**src/rtl/gsim_result_buffer_if.sv**
```systemverilog
// Stream bundle for gsim_result_buffer: solver-side input burst (no backpressure)
// and bus-side valid/ready output with a frame-end marker.
interface gsim_result_buffer_if #(
   parameter int IN_W  = 32,
   parameter int OUT_W = 16
);
   logic             in_valid;
   logic [IN_W-1:0]  in_data;
   logic             out_valid;
   logic             out_ready;
   logic [OUT_W-1:0] out_data;
   logic             out_last;

   modport master (
      input  in_valid, in_data, out_ready,
      output out_valid, out_data, out_last
   );

   modport slave (
      output in_valid, in_data, out_ready,
      input  out_valid, out_data, out_last
   );
endinterface

```
**src/rtl/gsim_result_buffer.sv**
```systemverilog
// Captures one Gauss-Seidel solution burst, rounds/saturates each word, then replays
// the frame over valid/ready. Define GSIM_RESULT_CHECKSUM_EN for a trailing checksum beat.
module gsim_result_buffer #(
   parameter int DEPTH = 16,
   parameter int IN_W  = 32,
   parameter int OUT_W = 16,
   parameter int SHIFT = 8
) (
   input  logic                 clk,
   input  logic                 reset,
   gsim_result_buffer_if.master bus,
   output logic                 busy,
   output logic [4:0]           sat_cnt,
   output logic                 overrun,
   input  logic                 err_clr
);
   localparam int AW = (DEPTH > 1) ? $clog2(DEPTH) : 1;
`ifdef GSIM_RESULT_CHECKSUM_EN
   localparam int LAST_IDX = DEPTH;
`else
   localparam int LAST_IDX = DEPTH - 1;
`endif
   localparam int RW = (LAST_IDX > 0) ? $clog2(LAST_IDX + 1) : 1;

   localparam logic signed [IN_W:0] RND   = (IN_W + 1)'(1) <<< (SHIFT - 1);
   localparam logic signed [IN_W:0] R_MAX = {{(IN_W - OUT_W + 2){1'b0}}, {(OUT_W - 1){1'b1}}};
   localparam logic signed [IN_W:0] R_MIN = {{(IN_W - OUT_W + 2){1'b1}}, {(OUT_W - 1){1'b0}}};
   localparam logic [OUT_W-1:0]     SAT_POS = {1'b0, {(OUT_W - 1){1'b1}}};
   localparam logic [OUT_W-1:0]     SAT_NEG = {1'b1, {(OUT_W - 1){1'b0}}};

   typedef enum logic [0:0] {FILL, DRAIN} state_t;

   state_t           state_reg;
   logic [AW-1:0]    wr_ptr_reg;
   logic [RW-1:0]    rd_ptr_reg;
   logic             out_valid_reg;
   logic             out_last_reg;
   logic             busy_reg;
   logic [4:0]       sat_cnt_reg;
   logic             overrun_reg;
   logic [OUT_W-1:0] out_data_reg;
`ifdef GSIM_RESULT_CHECKSUM_EN
   logic [OUT_W-1:0] checksum_reg;
`endif

   logic [OUT_W-1:0] mem [DEPTH];

   logic signed [IN_W:0] conv_t;
   logic signed [IN_W:0] conv_r;
   logic [OUT_W-1:0]     conv_word;
   logic                 conv_sat;

   // Round half toward +inf, then clamp to the signed output range.
   always_comb begin
      conv_t    = $signed({bus.in_data[IN_W-1], bus.in_data}) + RND;
      conv_r    = conv_t >>> SHIFT;
      conv_sat  = 1'b0;
      conv_word = conv_r[OUT_W-1:0];
      if (conv_r > R_MAX) begin
         conv_word = SAT_POS;
         conv_sat  = 1'b1;
      end else if (conv_r < R_MIN) begin
         conv_word = SAT_NEG;
         conv_sat  = 1'b1;
      end
   end

   logic             wr_last;
   logic             first_wr;
   logic [4:0]       sat_base;
   logic [RW-1:0]    rd_next;
   logic [OUT_W-1:0] next_word;

   assign wr_last  = (wr_ptr_reg == AW'(DEPTH - 1));
   assign first_wr = (wr_ptr_reg == '0);
   assign sat_base = first_wr ? 5'd0 : sat_cnt_reg;
   assign rd_next  = rd_ptr_reg + 1'b1;

`ifdef GSIM_RESULT_CHECKSUM_EN
   assign next_word = (rd_next == RW'(DEPTH)) ? checksum_reg : mem[rd_next[AW-1:0]];
`else
   assign next_word = mem[rd_next[AW-1:0]];
`endif

   always_ff @(posedge clk) begin
      if (state_reg == FILL && bus.in_valid) begin
         mem[wr_ptr_reg] <= conv_word;
      end
   end

   always_ff @(posedge clk or posedge reset) begin
      if (reset) begin
         state_reg     <= FILL;
         wr_ptr_reg    <= '0;
         rd_ptr_reg    <= '0;
         out_valid_reg <= 1'b0;
         out_last_reg  <= 1'b0;
         busy_reg      <= 1'b0;
         sat_cnt_reg   <= 5'd0;
         overrun_reg   <= 1'b0;
         out_data_reg  <= '0;
`ifdef GSIM_RESULT_CHECKSUM_EN
         checksum_reg  <= '0;
`endif
      end else begin
         if (err_clr) begin
            overrun_reg <= 1'b0;
         end
         case (state_reg)
            FILL: begin
               if (bus.in_valid) begin
                  wr_ptr_reg  <= wr_last ? '0 : wr_ptr_reg + 1'b1;
                  sat_cnt_reg <= (conv_sat && sat_base != 5'd31) ? sat_base + 5'd1 : sat_base;
`ifdef GSIM_RESULT_CHECKSUM_EN
                  checksum_reg <= (first_wr ? '0 : checksum_reg) + conv_word;
`endif
                  if (wr_last) begin
                     // mem[0] was written in an earlier cycle, so it is safe to pre-load here.
                     state_reg     <= DRAIN;
                     rd_ptr_reg    <= '0;
                     out_valid_reg <= 1'b1;
                     busy_reg      <= 1'b1;
                     out_last_reg  <= (LAST_IDX == 0);
                     out_data_reg  <= mem[0];
                  end
               end
            end
            DRAIN: begin
               // Set after the clear so a coincident drop still flags.
               if (bus.in_valid) begin
                  overrun_reg <= 1'b1;
               end
               if (bus.out_ready) begin
                  if (out_last_reg) begin
                     state_reg     <= FILL;
                     rd_ptr_reg    <= '0;
                     out_valid_reg <= 1'b0;
                     out_last_reg  <= 1'b0;
                     busy_reg      <= 1'b0;
                  end else begin
                     rd_ptr_reg    <= rd_next;
                     out_last_reg  <= (rd_next == RW'(LAST_IDX));
                     out_data_reg  <= next_word;
                  end
               end
            end
            default: state_reg <= FILL;
         endcase
      end
   end

   assign bus.out_valid = out_valid_reg;
   assign bus.out_data  = out_data_reg;
   assign bus.out_last  = out_last_reg;
   assign busy          = busy_reg;
   assign sat_cnt       = sat_cnt_reg;
   assign overrun       = overrun_reg;
endmodule

```
**src/flat_wrapper.sv**
```systemverilog
// flat-port wrapper written by rule: the top's interface ports become plain ports
module gsim_result_buffer_flat 
#(
   parameter int DEPTH = 16,
   parameter int IN_W  = 32,
   parameter int OUT_W = 16,
   parameter int SHIFT = 8
)
  (clk, reset, busy, sat_cnt, overrun, err_clr, bus_in_valid, bus_in_data, bus_out_ready, bus_out_valid, bus_out_data, bus_out_last);
  gsim_result_buffer_if #(.IN_W(IN_W), .OUT_W(OUT_W)) bus_i ();
  input  logic clk;
  input  logic reset;
  output logic busy;
  output logic [4:0] sat_cnt;
  output logic overrun;
  input  logic err_clr;
  input wire logic [$bits(bus_i.in_valid)-1:0] bus_in_valid;
  input wire logic [$bits(bus_i.in_data)-1:0] bus_in_data;
  input wire logic [$bits(bus_i.out_ready)-1:0] bus_out_ready;
  output wire logic [$bits(bus_i.out_valid)-1:0] bus_out_valid;
  output wire logic [$bits(bus_i.out_data)-1:0] bus_out_data;
  output wire logic [$bits(bus_i.out_last)-1:0] bus_out_last;
  assign bus_i.in_valid = bus_in_valid;
  assign bus_i.in_data = bus_in_data;
  assign bus_i.out_ready = bus_out_ready;
  assign bus_out_valid = bus_i.out_valid;
  assign bus_out_data = bus_i.out_data;
  assign bus_out_last = bus_i.out_last;
  gsim_result_buffer #(.DEPTH(DEPTH), .IN_W(IN_W), .OUT_W(OUT_W), .SHIFT(SHIFT)) u_core (.clk(clk), .reset(reset), .bus(bus_i), .busy(busy), .sat_cnt(sat_cnt), .overrun(overrun), .err_clr(err_clr));
endmodule
```
**config.mk**
```make
export PLATFORM = sky130hd
export DESIGN_NAME = gsim_result_buffer_flat
export DESIGN_NICKNAME = d
export VERILOG_FILES = /design/src/rtl/gsim_result_buffer_if.sv /design/src/rtl/gsim_result_buffer.sv /design/src/flat_wrapper.sv
export SDC_FILE = /design/constraint.sdc
export NUM_CORES = 1
export LEC_CHECK = 0
export ABC_AREA = 1
export CAP_MARGIN = 20
export CORE_ASPECT_RATIO = 0.5
export CORE_MARGIN = 1
export CORE_UTILIZATION = 65
export CTS_BUF_LIST = sky130_fd_sc_hd__clkbuf_4 sky130_fd_sc_hd__clkbuf_8 sky130_fd_sc_hd__clkbuf_16
export DETAILED_ROUTE_END_ITERATION = 8
export PLACE_DENSITY = 0.85
export SETUP_SLACK_MARGIN = 0.1
export SYNTH_ARGS = -nofsm -noshare
export SYNTH_HDL_FRONTEND = slang
export SYNTH_SLANG_ARGS = --single-unit
export TNS_END_PERCENT = 30
```
**constraint.sdc**
```tcl
create_clock -name clk -period 5 [get_ports clk]
set_input_delay 1 -clock clk [delete_from_list [all_inputs] [get_ports clk]]
set_output_delay 1 -clock clk [all_outputs]
set_load 0.1 [all_outputs]
```
* Yosys cells after proc, flatten, opt, wreduce, memory -nomap -nowiden
Memory sizes are Yosys's and may differ from the RTL's.
Cells that the tools add are included.
** Cells by class
- Add/sub/neg operators :: 4
- Multiply operators :: 0
- Div/mod/pow operators :: 0
- $lt $le $gt $ge :: 2
- Equal/unequal tests :: 8
- Shifts and indexed selects :: 0
- Mux-type cells :: 37
- Bitwise gates (word level) :: 1
- Reductions and logical operators :: 7
** Operator list (count)
- 16-bit 2-to-1 mux :: 6
- 32-bit by 9-bit adder with 33-bit output (second input constant) :: 1
- 16-bit case mux with 2 select lines :: 1
- 25-bit by 16-bit > comparator with 1-bit output (second input constant) :: 1
- 25-bit by 16-bit < comparator with 1-bit output (second input constant) :: 1
- 4-bit 2-to-1 mux :: 5
- 1-bit 2-to-1 mux :: 19
- 5-bit 2-to-1 mux :: 2
- 4-bit by 1-bit adder with 4-bit output (second input constant) :: 2
- 4-bit == test (second input constant) :: 2
- 2-bit != test (second input constant) :: 4
- 4-bit case mux with 2 select lines :: 1
- 4-bit AND reduction :: 2
- 1-bit case mux with 2 select lines :: 3
- 5-bit by 1-bit adder with 5-bit output (second input constant) :: 1
- 5-bit != test (second input constant) :: 1
- 4-bit zero test :: 1
- 3-bit AND reduction :: 1
- 1-bit logical AND :: 2
- 2-bit by 1-bit != test with 1-bit output (second input constant) :: 1
- 2-bit AND reduction :: 1
- 1-bit NOT :: 1
** Word-level totals
- Flip-flop bits (word level) :: 33
- Latch bits :: 0
- RAM bits :: 256
- ROM bits :: 0
- Input bits :: 37
- Output and inout port bits :: 25
- Logic and storage cells :: 68
- Memories kept :: 1
** Memories
- u_core.mem :: words 16, width 16, rd ports 2, clocked after Yosys merged registers in 0, write ports 1, line gsim_result_buffer.sv:46 : logic [OUT_W-1:0] mem [DEPTH];

* Depth between registers and ports, before layout
Gate-level depths: netlist of run 1.
- Depth after elaboration :: 6
- Mapped depth :: 18
- Gate-level depth less buffers :: 18

* Worst setup path before layout of run 1
No wires, ideal clock.
- Path type :: input to register
- Start :: in bus_in_data[7]
- End :: mem u_core.mem[0][12] (data pin)
- Setup time :: 330 ps
- Arrival time :: 2797 ps
- Required time :: 4670 ps
- Slack :: 1873 ps
- Stages :: 13
- Path buffers :: 0
- Cells stage by stage :: ha_1 -> nand2_2 -> nor2_4 -> nand2_4 -> nor2_8 -> nand4_1 -> nand2_1 -> nand2_1 -> nor2_1 -> nand2_1 -> nand2_2 -> o21ai_0 -> o21ai_0
** On the way
- Word-level cells in the longest chain between the ends :: 4
- Elaborated cells between the ends (all ways) :: 5
- Those cells by class :: add/sub (1); order compare (2); mux (2)
** RTL lines
- start: declaration :: line flat_wrapper.sv:18 : input wire logic [$bits(bus_i.in_data)-1:0] bus_in_data;
- 32-bit by 9-bit adder with 33-bit output * :: line gsim_result_buffer.sv:55 : conv_t = $signed({bus.in_data[IN_W-1], bus.in_data}) + RND;
- 25-bit by 16-bit < comparator with 1-bit output :: line gsim_result_buffer.sv:62 : end else if (conv_r < R_MIN) begin
- 16-bit 2-to-1 mux :: line gsim_result_buffer.sv:62
- 16-bit 2-to-1 mux * :: line gsim_result_buffer.sv:59 : if (conv_r > R_MAX) begin
- net u_core.conv_word[12] :: line gsim_result_buffer.sv:50 : logic [OUT_W-1:0] conv_word;
- end: declaration :: line gsim_result_buffer.sv:46
Mark *: on every way through the listed nets, which the timed path passes. The rest lies on a longest branch.

* Worst setup path after layout of run 1
- Start :: in bus_in_data[9]
- End :: mem u_core.mem[13][10] (data pin)
The elaborated chain is that of the path after synthesis.

==> impl_metrics.csv, run 1 <==
group,metric,value,unit
sta,rsz0062_at_grt,"false",
drt,drt_first_iter_violations,1250,
yosys,synth_top_cell_by_area,"edfxtp_1",
yosys,syn_inst,1111,
critical_path,critPathTopFamily,"buffers and inverters",
critical_path,cp_slowest_cell,"o21ai_1",
clocking,path_clk_slew,70,ps
clocking,htreeDepth,1,
sta,skew,11.33,ps
global_routing,busiest_layer,"met2",
yosys,yosysUniqueCellTypes,41,
sta,relSlewSlack,0.2140,
place,place_area,13680,sq um
yosys,async_reset_ff_frac,0.1142,
sta,setup_tns,0,ps
drt,drtAntennaViolNets,0,
outcome,outcome,"finished clean",
global_routing,grt_util_met1,0.4384,
yosys,synth_edf_count,256,
critical_path,worst-path-max-fanout,17,
yosys,syn-cell-area,12730,sq um
yosys,ys.flop_type,"edfxtp_1",
yosys,avgSynthCellArea,11.46,sq um
cells_and_area,diodes,0,
yosys,synth_commonest_cells,"edfxtp_1, nor2_1, nand2_1",
clocking,cts_made_buffers,25,
sta,final-max-slew-violation-count,0,
clocking,cts_setup_buffers,0,
yosys,synth_area_leaders,"edfxtp_1, nor2_1, dfrtp_1, nand2_1, o21ai_0",
cells_and_area,final_core_util,0.7720,
sta,setup_viol,0,
yosys,syn_nets,1157,
min_path,holdPathStages,2,
pwr,peakVddDrop,0.3776,mV
sta,max_freq,266.5,MHz
cells_and_area,post-route-cell-area,14500,sq um
sta,worstMarginPinSlew,1171,ps
sta,hold_viol,0,
yosys,yosys_warnings,0,
cells_and_area,n_fill_cell,1044,
place,gp_congestion,0.8825,
cells_and_area,syn_to_final_growth,13.91,%
yosys,ys_ff_latch,289,
place,port_buffers,54,
die,die-width,199.9,um
drt,via_per_inst,6.493,
critical_path,cp.arrival,3920,ps
clocking,cts_sinks,289,
die,ios,62,
global_routing,grt_pass1_wl,50420,um
critical_path,worst-r2r-cell-count,8,
sta,min_period_over_period,0.7505,
global_routing,grt_usage,0.3390,
job,drv_cap,0,
die,rows,35,
drt,wire_per_inst,22.74,um
die,die_h,101.0,um
drt,vias,9428,
critical_path,critPathMaxStageDelay,920,ps
critical_path,critPathKind,"in2reg",
critical_path,path_cells,"clkdlybuf4s50_1, nand2_2, nor2_4, nand3_4, inv_2, nand4_1, nand2_1, inv_1, nand2_2, inv_2, o21ai_1",
global_routing,grt_overflow,0,
global_routing,first_global_vias,9176,
die,core,18790,sq um
drt,first_pass_iters,5,
global_routing,grt_max_degree,105,
critical_path,start_kind,"primary input",
global_routing,antenna_found_initial,1,
global_routing,grt_use_met3,0.08598,
min_path,hold_class,"reg2reg",
clocking,cts-resized-gates,0,
clocking,clockRootBuffer,"clkbuf_16",
clocking,clk_latency,540,ps
critical_path,cp.depth,11,
cells_and_area,fin_nets,1220,
drt,wl,33030,um
yosys,seq_area_frac_synth,0.6686,
cells_and_area,drive_gt1_frac,0.09556,
clocking,clock_path_buffers,3,
yosys,yosysMostFrequentCell,"edfxtp_1",
critical_path,crit_buf_inv,4,
place,post-dp-hpwl,19300,um
critical_path,cp-end-kind,"flip-flop",
sta,hold_ws,485.1,ps
pwr,p_leak,0.005216,uW
sta,post-route-min-period,3753,ps
pwr,p_per_area,621.8,nW/um^2
clocking,cts_tree,"built",
yosys,yosysTopAreaCellShare,0.6038,
die,dieArea,20190,sq um
clocking,hold_buffers,0,
drt,drcViolationCount,0,
global_routing,grt_use_met2,0.5574,
die,initial_utilization,0.6777,
cells_and_area,largest_register_ff_count,256,
critical_path,crit_required,5170,ps
## stage by stage
stage | std cells | setup slack [ps] | total power [uW]
after global placement | 1405 | 1005 | 6717
final | 1452 | 1247 | 9017
after CTS | 1451 | 1365 | 8911
after global routing | 1452 | 1097 | 9352
after floorplan | 1111 | 1873 | 5859
after detailed placement | 1405 | 871.6 | 6902
## final timing paths
kind                                   startpoint                     end  slack, ps
max                                bus_in_data[9]      u_core.mem[13][10]       1250
min                        u_core.bus.out_data[4]  u_core.bus.out_data[4]        490
max reg2reg                  u_core.rd_ptr_reg[0]  u_core.bus.out_data[1]       1700
min reg2reg                u_core.bus.out_data[4]  u_core.bus.out_data[4]        490
max in group asynchronous                   reset    u_core.rd_ptr_reg[0]       3810
min in group asynchronous                   reset    u_core.rd_ptr_reg[1]        860
## worst reg2reg max path, stage by stage, from the launching register on
cell and delay [ps]:
dfrtp_4 450, clkinv_2 350, ha_4 1090, buf_4 420, o32ai_1 150, o211ai_1 270, nand3_1 160, o211ai_1 190
nand2_1 90
## final cells by class
class	count	area [sq um]	share of cell area
sequential	289	8517	0.5873
timing repair buffer	95	848.3	0.05849
clock inverter	16	156.4	0.01078
clock buffer	30	663.1	0.04573
multi-input combinational	706	3779	0.2605
tap	259	324.1	0.02234
inverter	57	215.2	0.01484
## routing by layer
metal | part of all wire | vias to the layer above
met2 | 0.47 | 700
li1 | - | 4125
met4 | 0.031 | 2
met3 | 0.13 | 111
met1 | 0.37 | 4490
met5 | 0.00036 | -
## report_power, final
part           switching [uW]  internal (uW)  leakage, uW
combinational            2880           1090      0.00210
clock                     850           1100     0.000413
sequential                141           2950      0.00270
total                    3870           5150      0.00522
## cell usage in the layout, fill, tap and decap left out, types with 7 or more instances in the layout
cell type,Yosys,final
mux2i_1,14,14
clkinv_1,5,9
dfrtp_1,33,32
o31ai_1,16,16
o211ai_1,25,25
nand2_1,140,140
clkbuf_16,0,25
ha_1,9,8
o221ai_1,30,30
o21ai_1,11,12
nand3_1,40,40
xor2_1,9,9
edfxtp_1,256,256
nor2_1,229,228
buf_4,1,41
clkdlybuf4s50_1,0,54
o21ai_0,87,86
inv_1,50,50
clkinv_2,0,7
o32ai_1,34,34
a21oi_1,10,10
## cells by family after synthesis
group / after synthesis / synth area share
buffers and inverters: 116 / 0.03656
adders and majority gates: 9 / 0.008844
AOI/OAI and AO/OA: 217 / 0.1126
DFF: 289 / 0.6686
and+or+nand+nor: 449 / 0.1495
muxes: 14 / 0.01101
xor gates and xnor gates: 17 / 0.01287
No activity file was read; power rests on OpenSTA's default activity.
==> run 2: changes to the inputs <==
- CORE_UTILIZATION: 65 -> 60
- PLACE_DENSITY: 0.85 -> 0.79
- clock period: 5 -> 3.7 ns (I/O delays scaled with it)
==> run 2 against run 1 <==
  * Die area grew 8.2%
  * Clock-buffer cell count grew 3
  * Critical path depth grew 5
  * Routed wire length shrank 6.8%
  * Worst hold slack lost 4.4 ps
==> impl_metrics.csv, run 2 (synthesized netlist as in run 1, its figures left out) <==
group,metric,value,unit
outcome,outcome,"finished clean",
die,initial_utilization,0.6153,
critical_path,crit_required,3790,ps
cells_and_area,largest_register_ff_count,256,
cells_and_area,drive_gt1_frac,0.09883,
die,die-width,208.0,um
critical_path,cp.arrival,3000,ps
clocking,cts_setup_buffers,0,
place,post-place-ws,29.45,ps
cells_and_area,n_fill_cell,1395,
sta,worst_slack,784.3,ps
clocking,cts_sinks,289,
global_routing,grt_usage,0.2862,
critical_path,r2r-start,"u_core.rd_ptr_reg[0]",
cells_and_area,finalNonFillerCells,1467,
clocking,clock_path_buffers,3,
sta,setup_tns,0,ps
sta,setup_viol,0,
drt,drcViolationCount,0,
global_routing,antenna_found_initial,0,
place,post-dp-hpwl,18720,um
cells_and_area,diodes,0,
global_routing,first_global_vias,8688,
critical_path,cp-end-kind,"flip-flop",
critical_path,startpoint,"bus_in_data[8]",
die,dieArea,21840,sq um
drt,first_pass_iters,6,
critical_path,path_cells,"clkdlybuf4s50_1, ha_1, nand2_2, nor2_4, nand2_4, nor2_8, nand3_1, nand2_1, nand2_1, nand2_1, nor2_1, nand2_1, nand2_2, buf_4, nand2_1, nand2_1",
sta,relSlewSlack,0.3250,
cells_and_area,post-route-cell-area,14550,sq um
die,rows,37,
sta,rsz0062_at_grt,"false",
global_routing,grt_max_degree,132,
place,dp.cells,1423,
cells_and_area,fin_nets,1224,
sta,min_period_over_period,0.7880,
sta,final-max-slew-violation-count,0,
place,place_area,13760,sq um
sta,skew,10.28,ps
critical_path,start_kind,"primary input",
cells_and_area,syn_to_final_growth,14.24,%
critical_path,worst-path-max-fanout,16,
clocking,path_clk_slew,60,ps
min_path,hp-start,"u_core.bus.out_data[5]",
place,port_buffers,54,
critical_path,critPathKind,"in2reg",
global_routing,grt_overflow,0,
critical_path,cp_slowest_cell,"clkdlybuf4s50_1",
clocking,cts-resized-gates,0,
critical_path,crit_buf_inv,2,
pwr,p_leak,0.005218,uW
sta,worstMarginPinSlew,1009,ps
clocking,cts_made_buffers,25,
clocking,cts_tree,"built",
pwr,p_per_area,821.2,nW/um^2
die,core,20690,sq um
clocking,htreeDepth,1,
drt,drtAntennaViolNets,0,
min_path,hold_class,"reg2reg",
critical_path,critPathTopFamily,"simple AND/OR/NAND/NOR gates",
global_routing,grt_pass1_wl,47500,um
clocking,hold_buffers,0,
sta,hold_ws,480.7,ps
die,die_h,105.0,um
drt,wl,30780,um
pwr,peakVddDrop,0.6596,mV
sta,hold_viol,0,
drt,wire_per_inst,20.98,um
drt,vias,9096,
drt,via_per_inst,6.200,
cells_and_area,layout_commonest_cell,"edfxtp_1",
job,drv_cap,0,
place,gp_congestion,0.8894,
drt,drt_first_iter_violations,1145,
clocking,clk_latency,520,ps
die,ios,62,
sta,post-route-min-period,2916,ps
cells_and_area,final_cell_mix,"edfxtp_1, nor2_1, nand2_1, o21ai_0, clkdlybuf4s50_1",
critical_path,critPathMaxStageDelay,530,ps
sta,max_freq,343.0,MHz
clocking,clockRootBuffer,"clkbuf_16",
critical_path,crit_top_cell,"nand2_1",
-- run 2: layer usage --
metal  routed length (um)  vias up  track usage  share of wire
met3                 3707       55      0.06312           0.12
met4                  594        0      0.07672          0.019
met5                    0        -            0              0
met1                12550     4383       0.4111           0.41
li1                     -     4117            -              -
met2                13930      541       0.4446           0.45
-- run 2: worst register-to-register path: cells and delay by family, from the launching register on --
family / cells / cell delay [ps]
buf+inv: 2 / 990
compound gates: 3 / 770
flops: 1 / 510
simple gates: 2 / 210
xor+xnor: 1 / 130
-- run 2: power by group --
part	internal, uW	leakage, uW	switching [uW]
clock network	1390	0.000385	1100
logic	1520	0.00213	3770
registers	3980	0.00270	182
total	6900	0.00522	5050
-- run 2: final cells by class --
| cell class | instances | area, sq um | area share |
|---|---|---|---|
| well taps | 273 | 341.6 | 0.02348 |
| repair buffers | 99 | 915.9 | 0.06297 |
| clock buffers | 33 | 698.2 | 0.04800 |
| inverters | 57 | 215.2 | 0.01480 |
| flip-flops and latches | 289 | 8517 | 0.5855 |
| clock inverters | 10 | 76.32 | 0.005247 |
| multi-input cells | 706 | 3781 | 0.2600 |
-- run 2: stage by stage --
stage	total power (uW)	utilization
6_report	11940	0.7029
5_1_grt	12520	0.7029
4_1_cts	11900	0.7025
3_5_place_dp	9431	0.6651
3_3_place_gp	9200	0.6651
2_1_floorplan	7918	-
-- run 2: worst paths after layout --
kind	endpoint	slack [ps]	cells past startpoint
setup reg to reg	u_core.bus.out_data[11]	970	8
min in group asynchronous	u_core.sat_cnt[0]	670	2
setup / recovery	u_core.mem[11][0]	780	16
max in group asynchronous	u_core.rd_ptr_reg[0]	2270	3
hold reg to reg	u_core.bus.out_data[5]	480	2
hold / removal	u_core.bus.out_data[5]	480	2
